===== src/rtl/spi_pkg.sv =====
// Shared constants and helpers for the SPI slave path.
package spi_pkg;

  // {CPOL, CPHA} encodings of the four SPI modes.
  localparam logic [1:0] SPI_MODE0 = 2'b00;
  localparam logic [1:0] SPI_MODE1 = 2'b01;
  localparam logic [1:0] SPI_MODE2 = 2'b10;
  localparam logic [1:0] SPI_MODE3 = 2'b11;

  // Bit positions inside the mode field.
  localparam int unsigned CPOL_BIT = 1;
  localparam int unsigned CPHA_BIT = 0;

  // Width of the per-word bit counter.
  function automatic int unsigned cnt_w(input int unsigned data_w);
    return $clog2(data_w);
  endfunction

endpackage


===== src/rtl/spi_sync.sv =====
// N-stage synchroniser with registered rise/fall pulses. The pulses compare the
// last synchroniser stage against one extra history flop, so a pin edge shows
// up as a pulse Stages+1 clocks later.
module spi_sync #(
  parameter int unsigned Stages   = 2,
  parameter logic        ResetVal = 1'b0
) (
  input  logic clk_i,
  input  logic rst_i,
  input  logic d_i,
  output logic q_o,
  output logic rise_o,
  output logic fall_o
);

  logic [Stages:0] chain_q;
  logic            rise_q;
  logic            fall_q;

  // Shift the pin through the chain and register the edge pulses.
  always_ff @(posedge clk_i or posedge rst_i) begin
    if (rst_i) begin
      chain_q <= {(Stages + 1){ResetVal}};
      rise_q  <= 1'b0;
      fall_q  <= 1'b0;
    end else begin
      chain_q <= {chain_q[Stages-1:0], d_i};
      rise_q  <= chain_q[Stages-1] & ~chain_q[Stages];
      fall_q  <= ~chain_q[Stages-1] & chain_q[Stages];
    end
  end

  assign q_o    = chain_q[Stages-1];
  assign rise_o = rise_q;
  assign fall_o = fall_q;

endmodule


===== src/rtl/spi_slave_core.sv =====
// SPI slave: runtime-selectable mode latched per frame, configurable word width
// and bit order, one-word TX holding register, RX valid/ready, sticky errors.
module spi_slave_core
  import spi_pkg::*;
#(
  parameter int unsigned DATA_W      = 8,
  parameter int unsigned LSB_FIRST   = 0,
  parameter int unsigned SYNC_STAGES = 2
) (
  input  logic                      clk,
  input  logic                      PRESET,
  input  logic                      SCK,
  input  logic                      SSEL,
  input  logic                      MOSI,
  output logic                      MISO,
  output logic                      MISO_oe,
  input  logic [1:0]                mode,
  input  logic [DATA_W-1:0]         tx_data,
  input  logic                      tx_valid,
  output logic                      tx_ready,
  output logic [DATA_W-1:0]         rx_data,
  output logic                      rx_valid,
  input  logic                      rx_ready,
  output logic [cnt_w(DATA_W)-1:0]  bit_cnt,
  output logic                      frame_active,
  output logic                      tx_underrun,
  output logic                      rx_overrun,
  input  logic                      err_clr
);

  localparam int unsigned       CntW     = cnt_w(DATA_W);
  localparam logic [CntW-1:0]   CntMax   = CntW'(DATA_W - 1);
  localparam int unsigned       MisoIdx  = (LSB_FIRST != 0) ? 0 : DATA_W - 1;
  localparam int unsigned       SettleW  = $clog2(SYNC_STAGES + 1);
  localparam logic [SettleW-1:0] SettleMax = SettleW'(SYNC_STAGES);

  logic sck_lvl, sck_rise, sck_fall;
  logic ssel_lvl, ssel_rise, ssel_fall;
  logic mosi_lvl, mosi_rise, mosi_fall;

  spi_sync #(.Stages(SYNC_STAGES), .ResetVal(1'b0)) u_sync_sck (
    .clk_i (clk), .rst_i (PRESET), .d_i (SCK),
    .q_o (sck_lvl), .rise_o (sck_rise), .fall_o (sck_fall)
  );

  spi_sync #(.Stages(SYNC_STAGES), .ResetVal(1'b1)) u_sync_ssel (
    .clk_i (clk), .rst_i (PRESET), .d_i (SSEL),
    .q_o (ssel_lvl), .rise_o (ssel_rise), .fall_o (ssel_fall)
  );

  spi_sync #(.Stages(SYNC_STAGES), .ResetVal(1'b0)) u_sync_mosi (
    .clk_i (clk), .rst_i (PRESET), .d_i (MOSI),
    .q_o (mosi_lvl), .rise_o (mosi_rise), .fall_o (mosi_fall)
  );

  // Frame end is taken from the SSEL level, so its edge pulse is not needed.
  logic unused_edges;
  assign unused_edges = ^{sck_lvl, ssel_rise, mosi_rise, mosi_fall};

  logic [1:0]          mode_q, mode_d;
  logic                active_q, active_d;
  logic [CntW-1:0]     bit_cnt_q, bit_cnt_d;
  logic [DATA_W-1:0]   rx_shift_q, rx_shift_d;
  logic [DATA_W-1:0]   rx_data_q, rx_data_d;
  logic                rx_valid_q, rx_valid_d;
  logic [DATA_W-1:0]   tx_shift_q, tx_shift_d;
  logic [DATA_W-1:0]   hold_q, hold_d;
  logic                hold_full_q, hold_full_d;
  logic                underrun_q, underrun_d;
  logic                overrun_q, overrun_d;
  // armed_q blocks a frame from starting until SSEL has been seen idle after
  // reset; settle_q waits for the synchroniser to flush its reset value.
  logic                armed_q, armed_d;
  logic [SettleW-1:0]  settle_q, settle_d;

  logic frame_start, lead_ev, trail_ev, sample_ev, shift_ev, load_ev;
  logic [DATA_W-1:0] rx_next, tx_next;

  assign frame_start = ssel_fall & armed_q & ~ssel_lvl;
  assign lead_ev     = mode_q[CPOL_BIT] ? sck_fall : sck_rise;
  assign trail_ev    = mode_q[CPOL_BIT] ? sck_rise : sck_fall;
  assign sample_ev   = active_q & ~ssel_lvl & (mode_q[CPHA_BIT] ? trail_ev : lead_ev);
  assign shift_ev    = active_q & ~ssel_lvl & (mode_q[CPHA_BIT] ? lead_ev : trail_ev);
  assign load_ev     = (frame_start & ~mode[CPHA_BIT]) | (shift_ev & (bit_cnt_q == '0));

  // Shifted versions of the RX and TX registers for the configured bit order.
  always_comb begin
    rx_next = rx_shift_q;
    tx_next = tx_shift_q;
    if (LSB_FIRST != 0) begin
      rx_next = {mosi_lvl, rx_shift_q[DATA_W-1:1]};
      tx_next = {1'b0, tx_shift_q[DATA_W-1:1]};
    end else begin
      rx_next = {rx_shift_q[DATA_W-2:0], mosi_lvl};
      tx_next = {tx_shift_q[DATA_W-2:0], 1'b0};
    end
  end

  // Next-state logic for framing, RX/TX datapath, handshakes and error flags.
  always_comb begin
    mode_d      = mode_q;
    active_d    = active_q;
    bit_cnt_d   = bit_cnt_q;
    rx_shift_d  = rx_shift_q;
    rx_data_d   = rx_data_q;
    rx_valid_d  = rx_valid_q;
    tx_shift_d  = tx_shift_q;
    hold_d      = hold_q;
    hold_full_d = hold_full_q;
    underrun_d  = underrun_q & ~err_clr;
    overrun_d   = overrun_q & ~err_clr;
    armed_d     = armed_q;
    settle_d    = settle_q;

    if (settle_q != SettleMax) begin
      settle_d = settle_q + 1'b1;
    end else if (ssel_lvl) begin
      armed_d = 1'b1;
    end

    if (rx_valid_q && rx_ready) begin
      rx_valid_d = 1'b0;
    end

    if (tx_valid && !hold_full_q) begin
      hold_d      = tx_data;
      hold_full_d = 1'b1;
    end

    if (frame_start) begin
      mode_d    = mode;
      active_d  = 1'b1;
      bit_cnt_d = '0;
    end

    if (sample_ev) begin
      rx_shift_d = rx_next;
      bit_cnt_d  = (bit_cnt_q == CntMax) ? '0 : bit_cnt_q + 1'b1;
      if (bit_cnt_q == CntMax) begin
        // A word completing alongside the handshake replaces the popped one.
        if (!rx_valid_q || rx_ready) begin
          rx_data_d  = rx_next;
          rx_valid_d = 1'b1;
        end else begin
          overrun_d = 1'b1;
        end
      end
    end

    if (load_ev) begin
      if (hold_full_q) begin
        tx_shift_d  = hold_q;
        hold_full_d = 1'b0;
      end else begin
        tx_shift_d = '0;
        underrun_d = 1'b1;
      end
    end else if (shift_ev) begin
      tx_shift_d = tx_next;
    end

    // SSEL seen high ends the frame and discards any partial word.
    if (ssel_lvl) begin
      active_d  = 1'b0;
      bit_cnt_d = '0;
    end
  end

  // State registers.
  always_ff @(posedge clk or posedge PRESET) begin
    if (PRESET) begin
      mode_q      <= '0;
      active_q    <= 1'b0;
      bit_cnt_q   <= '0;
      rx_shift_q  <= '0;
      rx_data_q   <= '0;
      rx_valid_q  <= 1'b0;
      tx_shift_q  <= '0;
      hold_q      <= '0;
      hold_full_q <= 1'b0;
      underrun_q  <= 1'b0;
      overrun_q   <= 1'b0;
      armed_q     <= 1'b0;
      settle_q    <= '0;
    end else begin
      mode_q      <= mode_d;
      active_q    <= active_d;
      bit_cnt_q   <= bit_cnt_d;
      rx_shift_q  <= rx_shift_d;
      rx_data_q   <= rx_data_d;
      rx_valid_q  <= rx_valid_d;
      tx_shift_q  <= tx_shift_d;
      hold_q      <= hold_d;
      hold_full_q <= hold_full_d;
      underrun_q  <= underrun_d;
      overrun_q   <= overrun_d;
      armed_q     <= armed_d;
      settle_q    <= settle_d;
    end
  end

  assign MISO         = active_q & tx_shift_q[MisoIdx];
  assign MISO_oe      = active_q;
  assign tx_ready     = ~hold_full_q;
  assign rx_data      = rx_data_q;
  assign rx_valid     = rx_valid_q;
  assign bit_cnt      = bit_cnt_q;
  assign frame_active = active_q;
  assign tx_underrun  = underrun_q;
  assign rx_overrun   = overrun_q;

endmodule


===== config.mk =====
export PLATFORM = sky130hd
export DESIGN_NAME = spi_slave_core
export DESIGN_NICKNAME = d
export VERILOG_FILES = /design/src/rtl/spi_pkg.sv /design/src/rtl/spi_sync.sv /design/src/rtl/spi_slave_core.sv
export SDC_FILE = /design/constraint.sdc
export NUM_CORES = 1
export LEC_CHECK = 0
export BUFFER_PORTS_ARGS = -buffer_cell sky130_fd_sc_hd__buf_2
export CAP_MARGIN = 15
export CORE_MARGIN = 5
export CORE_UTILIZATION = 50
export DETAILED_ROUTE_END_ITERATION = 6
export HOLD_SLACK_MARGIN = 0.05
export PLACE_DENSITY = 0.81
export SETUP_SLACK_MARGIN = 0.2
export SLEW_MARGIN = 20
export SYNTH_ARGS = -nofsm -noshare
export SYNTH_HDL_FRONTEND = slang
export SYNTH_SLANG_ARGS = --single-unit

===== constraint.sdc =====
create_clock -name clk -period 2.4 [get_ports clk]
set_input_delay 0.48 -clock clk [delete_from_list [all_inputs] [get_ports clk]]
set_output_delay 0.48 -clock clk [all_outputs]
set_load 0.005 [all_outputs]

==> run_results.csv, run 1 <==
group,metric,value,unit
cells_and_area,num_antenna_cells,0,
detailed_routing,antenna_left,0,
power_and_ir_drop,p_sw,0.554,mW
yosys,synthArstFlopShare,100,%
yosys,ys_warn_count,0,
power_and_ir_drop,seqPwrFrac,58.4,%
run_status,status,"finished, final reports clean",
setup_path,worstRegToRegCells,4,
yosys,ys_top_cells_by_area,"dfrtp_1 58%, mux2_2 12%, mux2_1 4.0%",
cts,cts.repair.resized,0,
power_and_ir_drop,p_clk_share,24.4,%
detailed_routing,wl_per_cell,13.5,um
grt,grt_pass1_vias,1382,
setup_path,endpoint_kind,"flop",
timing,timing.slew.headroom,71.2,%
cts,cts_tree,"done",
cts,root_buffer,"clkbuf_8",
yosys,synth_edf_count,0,
detailed_routing,drt_first_pass_iters,4,
timing,worst_pin_slew,0.432,ns
timing,hold_violations,0,
floorplanning,dieHeight,76.8,um
timing,finalSetupTns,0,ns
cells_and_area,finalNetCount,232,
cells_and_area,drive_gt1_share,36.5,%
floorplanning,die_w,76.8,um
setup_path,crit_required,2.60,ns
power_and_ir_drop,internal_power,1.56,mW
setup_path,crit_type,"reg -> reg",
power_and_ir_drop,comb_power_share,17.3,%
place,hpwl,2.63,mm
cts,h-tree-depth,2,
cts,post_cts_buffers,0,
cells_and_area,final_cells,263,
grt,antenna_found_initial,0,
cts,path_clk_slew,0.09,ns
detailed_routing,num_vias,1346,
cells_and_area,nFillCells,350,
power_and_ir_drop,p_leak,1.28,nW
yosys,synth_seq_cells,55,
yosys,synth.area.mux_share,17.7,%
place,placed_area,2460,um^2
cts,cts_buffers,5,
yosys,synthXorXnorAreaFrac,1.12,%
yosys,yosysTopAreaCellShare,58.4,%
floorplanning,io_pins,36,
timing,finalCritPeriodShare,76.5,%
setup_path,critPathMaxFanout,8,
cts,ctsHoldBuffers,0,
power_and_ir_drop,cellPowerDensity,829,nW/um^2
setup_path,worstReg2RegStart,"mode_q[1]$_DFFE_PP0P_",
detailed_routing,routed_via_density,5.12,
cts,clkLatencyLatePin,0.31,ns
yosys,syn_inst,172,
yosys,synthAdderAreaFrac,2.24,%
timing,skew,0.00817,ns
power_and_ir_drop,p_sw_share,26.2,%
yosys,synth_area_per_cell,13.0,um^2
power_and_ir_drop,peakVddDrop,0.670,mV
detailed_routing,drcViolationCount,0,
yosys,ys.flop_type,"dfrtp_1",
floorplanning,core,4350,um^2
place,placedCellCount,255,
worst_hold_path,hold_class,"in -> async",
grt,grtUsageTotal,12.8,%
cts,cts_sinks,55,
timing,period_needed,1.84,ns
setup_path,reg2reg_slack,0.56,ns
setup_path,reg2reg_to,"rx_data[3]$_DFFE_PP0P_",
detailed_routing,drtIter0Drc,53,
setup_path,crit_start,"mode_q[1]$_DFFE_PP0P_",
yosys,synth-compound-area-share,4.55,%
timing,drv_slew,0,
yosys,synthSimpleGateAreaFrac,9.15,%
yosys,ys_types,29,
floorplanning,die_area,5890,um^2
grt,grt_pass1_wl,6.17,mm
cells_and_area,synthToLayoutAreaGrowth,14.5,%
grt,grt-ovfl-total,0,
grt,grt_max_degree,23,
place,finalWeightedCongestion,0.769,
yosys,synth_nets,194,
timing,max_freq,0.545,GHz
timing,setup_violations,0,
yosys,synth_seq_area_share,61.9,%
floorplanning,initial_core_util,51.2,%
setup_path,cp-start-kind,"flop",
floorplanning,std_cell_rows,24,
cells_and_area,finish.instance_area,2550,um^2
yosys,synth_area,2230,um^2
cts,clockBufferDepth,2,
cells_and_area,post-route-util,58.6,%
yosys,yosys.area.top_type,"dfrtp_1",
place,numPortBuffers,35,
setup_path,crit_arrival,2.03,ns
timing,rsz0062_at_grt,"false",
yosys,synth_top_family_by_area,"multiplexers",
run,drv_cap,0,
detailed_routing,drt_wl_total,3.55,mm
## power by group through the flow
| stage | clock network (mW) | logic (mW) | registers, mW |
|---|---|---|---|
| floorplan | 0 | 0.312 | 1.19 |
| global placement | 0 | 0.354 | 1.24 |
| detailed placement | 0 | 0.376 | 1.25 |
| CTS | 0.535 | 0.374 | 1.23 |
| global route | 0.578 | 0.419 | 1.26 |
| finish | 0.516 | 0.365 | 1.24 |
## critical path, stage by stage (launching register included)
cell	delay (ns)
dfrtp_1	0.42
xnor2_2	0.24
mux2i_2	0.28
and3_1	0.41
mux2_1	0.37
## sequential cells by signal, summed over array words and instances (netlist names)
name and cells:
u_sync_ssel.fall_o 1, rx_overrun 1, MISO_oe 1, u_sync_sck.chain_q 3, hold_full_q 1, armed_q 1, u_sync_ssel.chain_q 3, tx_shift_q 8
settle_q 2, rx_valid 1, rx_shift_q 7, u_sync_sck.rise_o 1, bit_cnt 3, u_sync_mosi.chain_q 2, hold_q 8, mode_q 2
rx_data 8, u_sync_sck.fall_o 1, tx_underrun 1
## metal layers
layer / GRT usage, % / share of wire, % / wire [um] / up-vias
li1: - / - / - / 653
met1: 16.8 / 46 / 1620 / 658
met2: 19.2 / 47 / 1680 / 29
met3: 3.98 / 5.4 / 191 / 6
met4: 6.29 / 1.7 / 62 / 0
met5: 0 / 0 / 0 / -
## through the flow
stage	total power, mW	worst slack, ns	hold slack, ns
after global routing	2.26	0.456	0.184
after CTS	2.14	0.538	0.166
after floorplan	1.51	0.582	0.331
after global placement	1.59	0.592	0.335
after detailed placement	1.63	0.558	0.339
final	2.12	0.565	0.157
## kinds of logic (layout without fill, tap and decap cells)
group | after synthesis | after routing
buf+inv | 17 | 56
fa+ha+maj | 4 | 4
mux | 35 | 35
xor+xnor | 2 | 2
simple gates | 41 | 41
compound gates | 18 | 18
flops | 55 | 55
## cell type report
class | count | area [um^2] | area share (%)
clock buffers | 7 | 86.3 | 3.38
clock inverters | 1 | 8.76 | 0.343
inverters | 9 | 33.8 | 1.32
multi-input cells | 100 | 774 | 30.3
flip-flops and latches | 55 | 1380 | 54.0
well taps | 52 | 65.1 | 2.55
repair buffers | 39 | 205 | 8.04
## cells in the mapped netlist (3+ instances only)
cell and count:
ha_1 4, clkbuf_1 3, nor2b_1 4, inv_1 9
mux2_2 24, dfrtp_1 52, mux2_1 8, nand2_1 17
a21oi_1 3, buf_2 3, dfstp_2 3, nor2_1 3
o21ai_0 10, nand3_1 7
## placed cells by master, fill, tap and decap left out
cell       instances
dfrtp_1           52
buf_2             35
mux2_2            24
nand2_1           17
o21ai_0           10
inv_1              8
mux2_1             8
nand3_1            7
clkbuf_8           6
nor2b_1            4
ha_1               4
buf_4              4
a21oi_1            3
nor2_1             3
dfstp_2            3
nand3b_1           2
mux2i_1            2
a21o_1             2
nand2b_1           2
and2_1             2
o22ai_1            2
xnor2_2            1
mux2i_2            1
nand4bb_1          1
nor3_1             1
nor2_2             1
and3_1             1
xnor2_1            1
inv_2              1
o2bb2ai_1          1
clkinv_4           1
clkbuf_1           1
## worst max path at each step
stage | endpoint | slack, ns | depth (start not counted)
final | rx_data[3]$_DFFE_PP0P_ | 0.56 | 4
after global routing | rx_data[7]$_DFFE_PP0P_ | 0.46 | 4
after CTS | rx_data[7]$_DFFE_PP0P_ | 0.54 | 4
after detailed placement | rx_data[7]$_DFFE_PP0P_ | 0.56 | 4
after global placement | rx_data[7]$_DFFE_PP0P_ | 0.59 | 4
after floorplan | MISO_oe$_DFFE_PP0P_ | 0.58 | 1
No activity file was read; power rests on OpenSTA's default activity.
==> run 2, diff against run 1 <==
Settings changed: ABC_AREA set to 1, PLACE_DENSITY 0.81 to 0.83.
Clock period 2.4 ns to 1.5 ns, I/O delays scaled along.
==> run 2 against run 1 <==
Effect of this change: final area is 16% higher; first-iteration DRC count is 150% higher; register-to-register slack worse by 0.45 ns; area after synthesis is 7.7% higher; largest cell class unchanged.
==> run_results.csv, run 2 <==
group,metric,value,unit
power_and_ir_drop,seqPwrFrac,53.1,%
timing,skew,0.00506,ns
cells_and_area,drive_gt1_share,32.9,%
yosys,ys_top_cells_by_area,"dfrtp_1 54%, nand2_1 13%, inv_1 4.8%",
cts,h-tree-depth,2,
cells_and_area,layout_common_cells,"77 x nand2_1, 51 x dfrtp_1, 34 x buf_2, 28 x inv_1, 16 x nor2_1",
detailed_routing,drtIter0Drc,131,
power_and_ir_drop,fin_total_pwr,3.73,mW
yosys,yosysTopAreaCellShare,54.2,%
power_and_ir_drop,internal_power,2.59,mW
floorplanning,initial_core_util,51.2,%
power_and_ir_drop,p_clk_share,21.8,%
power_and_ir_drop,p_sw_share,30.6,%
timing,hold_violations,0,
setup_path,slowest_delay,0.42,ns
grt,antenna_found_initial,0,
cells_and_area,nFillCells,369,
timing,period_needed,1.38,ns
cells_and_area,seq_area,1380,um^2
setup_path,endpoint_kind,"output port",
cells_and_area,multiInputGateArea,941,um^2
setup_path,crit_arrival,1.08,ns
detailed_routing,antenna_left,0,
timing,max_freq,0.723,GHz
yosys,synth_area,2400,um^2
detailed_routing,drcViolationCount,0,
grt,grt_pass1_vias,1799,
timing,rsz0062_at_grt,"true",
setup_path,crit_required,1.20,ns
worst_hold_path,hold_class,"in -> async",
setup_path,crit_chain,"buf_4 > buf_6 > buf_6",
power_and_ir_drop,cellPowerDensity,1260,nW/um^2
cts,cts_buffers,5,
yosys,ys.flop_type,"dfrtp_1",
yosys,synth_area_per_cell,9.23,um^2
setup_path,crit_start,"bit_cnt[0]$_DFFE_PP0P_",
timing,finalCritPeriodShare,92.2,%
yosys,synth_edf_count,0,
place,finalWeightedCongestion,0.775,
cts,clockBufferDepth,2,
yosys,ys_types,25,
setup_path,reg2reg_to,"rx_data[2]$_DFFE_PP0P_",
cells_and_area,final_common_cell,"nand2_1",
power_and_ir_drop,peakVddDrop,0.818,mV
cells_and_area,num_antenna_cells,0,
timing,finalSetupTns,0,ns
cts,clkLatencyLatePin,0.30,ns
yosys,netlist_top_cells_count,"83 x nand2_1, 52 x dfrtp_1, 31 x inv_1, 17 x nor2_1, 14 x nand3_1",
run_status,status,"finished, final reports clean",
setup_path,crit_type,"reg -> out",
cts,root_buffer,"clkbuf_8",
cells_and_area,finalNetCount,335,
timing,timing.slew.headroom,78.4,%
floorplanning,die_area,6290,um^2
run,drv_cap,0,
timing,drv_slew,0,
grt,grt-ovfl-total,0,
setup_path,reg2reg_slack,0.12,ns
timing,setup_violations,0,
setup_path,path_common_cell,"buf_6",
detailed_routing,drt_first_pass_iters,4,
setup_path,path_buf_inv,3,
detailed_routing,routed_via_density,5.15,
floorplanning,die_w,79.3,um
place,numPortBuffers,35,
yosys,synth_seq_cells,55,
grt,grtUsageTotal,15.6,%
grt,grt_pass1_wl,7.76,mm
yosys,synth_seq_area_share,57.5,%
floorplanning,std_cell_rows,25,
floorplanning,dieHeight,79.3,um
power_and_ir_drop,comb_power_share,25.1,%
power_and_ir_drop,p_sw,1.14,mW
detailed_routing,wl_per_cell,12.7,um
cts,path_clk_slew,0.09,ns
floorplanning,core,4690,um^2
yosys,yosys.area.top_type,"dfrtp_1",
detailed_routing,num_vias,1889,
setup_path,cp-start-kind,"flop",
setup_path,slowest_stage,"dfrtp_1",
yosys,yosysMostFrequentCell,"nand2_1",
cts,ctsHoldBuffers,0,
detailed_routing,drt_wl_total,4.66,mm
power_and_ir_drop,p_leak,1.62,nW
yosys,syn_inst,260,
cts,cts_tree,"done",
timing,worst_pin_slew,0.324,ns
place,hpwl,3.14,mm
yosys,synth_nets,282,
setup_path,worstReg2RegStart,"mode_q[1]$_DFFE_PP0P_",
setup_path,critPathMaxFanout,3,
setup_path,worstRegToRegCells,8,
cts,cts_sinks,55,
yosys,synthArstFlopShare,100,%
cells_and_area,synthToLayoutAreaGrowth,23.3,%
grt,grt_max_degree,56,
yosys,ys_warn_count,0,
floorplanning,io_pins,36,
setup_path,path_delay_family,"flip-flops",
## run 2: changes by cell type in the layout (fill, tap and decap cells not counted), moves of 8 or more
cell	delta
mux2_2	-16
nor2_1	+13
nand4_1	+10
inv_1	+20
mux2_1	-8
nand2_1	+60
## run 2: power groups by stage
stage	sequential, mW	combinational (mW)	clock [mW]
floorplan	1.94	0.669	0
global placement	1.99	0.813	0
detailed placement	2.00	0.848	0
CTS	1.97	0.895	0.828
global route	2.02	1.08	0.888
finish	1.98	0.938	0.814
## run 2: kinds of logic after synthesis
| logic type | after synthesis | synth area share, % |
|---|---|---|
| simple gates | 138 | 25.4 |
| flops | 55 | 57.5 |
| buf+inv | 40 | 7.76 |
| compound gates | 14 | 3.18 |
| mux | 8 | 3.75 |
| fa+ha+maj | 4 | 2.08 |
| xor+xnor | 1 | 0.365 |
## run 2: worst max-delay path by stage
stage                                           end  depth (start not counted)
final                                    bit_cnt[0]                          3
after global routing      tx_shift_q[2]$_DFFE_PP0P_                         11
after CTS                 tx_shift_q[1]$_DFFE_PP0P_                         11
after detailed placement  tx_shift_q[5]$_DFFE_PP0P_                         11
after global placement    tx_shift_q[2]$_DFFE_PP0P_                         11
after floorplan           tx_shift_q[2]$_DFFE_PP0P_                         11
## run 2: worst reg2reg max path: stages, from the launching register on
cell	delay, ns
dfrtp_1	0.44
inv_2	0.12
nand2_4	0.06
nand3_2	0.06
nand2_2	0.06
nor2_4	0.24
buf_6	0.17
nand4_1	0.09
nand2_1	0.07
## run 2: repair_timing
item / in CTS / in global routing
cloned: 0 / 1
pin swaps: 6 / 5
setup buffers: 7 / 3
gates resized for setup: 16 / 24
endpoints found under the setup margin: 28 / 32
## run 2: area by class of cell
cell class / count / share of cell area, %
Tap cell: 54 / 2.28
Timing Repair Buffer: 53 / 11.9
Sequential cell: 55 / 46.6
Multi-Input combinational cell: 165 / 31.8
Clock buffer: 6 / 2.79
Clock inverter: 1 / 0.169
Inverter: 33 / 4.48
## run 2: through the flow
step                      cell area [um^2]  instances  hold WS, ns  utilization (%)  setup WS, ns
final                                 2960        367       0.0508             63.1         0.116
after floorplan                       2400        260        0.304                -         0.212
after global placement                2650        349        0.332             56.5        0.0461
after global routing                  2960        367       0.0774             63.1        0.0591
after CTS                             2850        363       0.0642             60.8         0.165
after detailed placement              2650        349        0.337             56.5        0.0206
## run 2: per-layer routing
layer / global-route usage (%) / wire (um) / vias up
met5: 0 / 0 / -
met4: 4.64 / 78 / 0
met3: 3.85 / 194 / 7
met2: 25.6 / 2330 / 44
met1: 20.5 / 2060 / 920
li1: - / - / 918
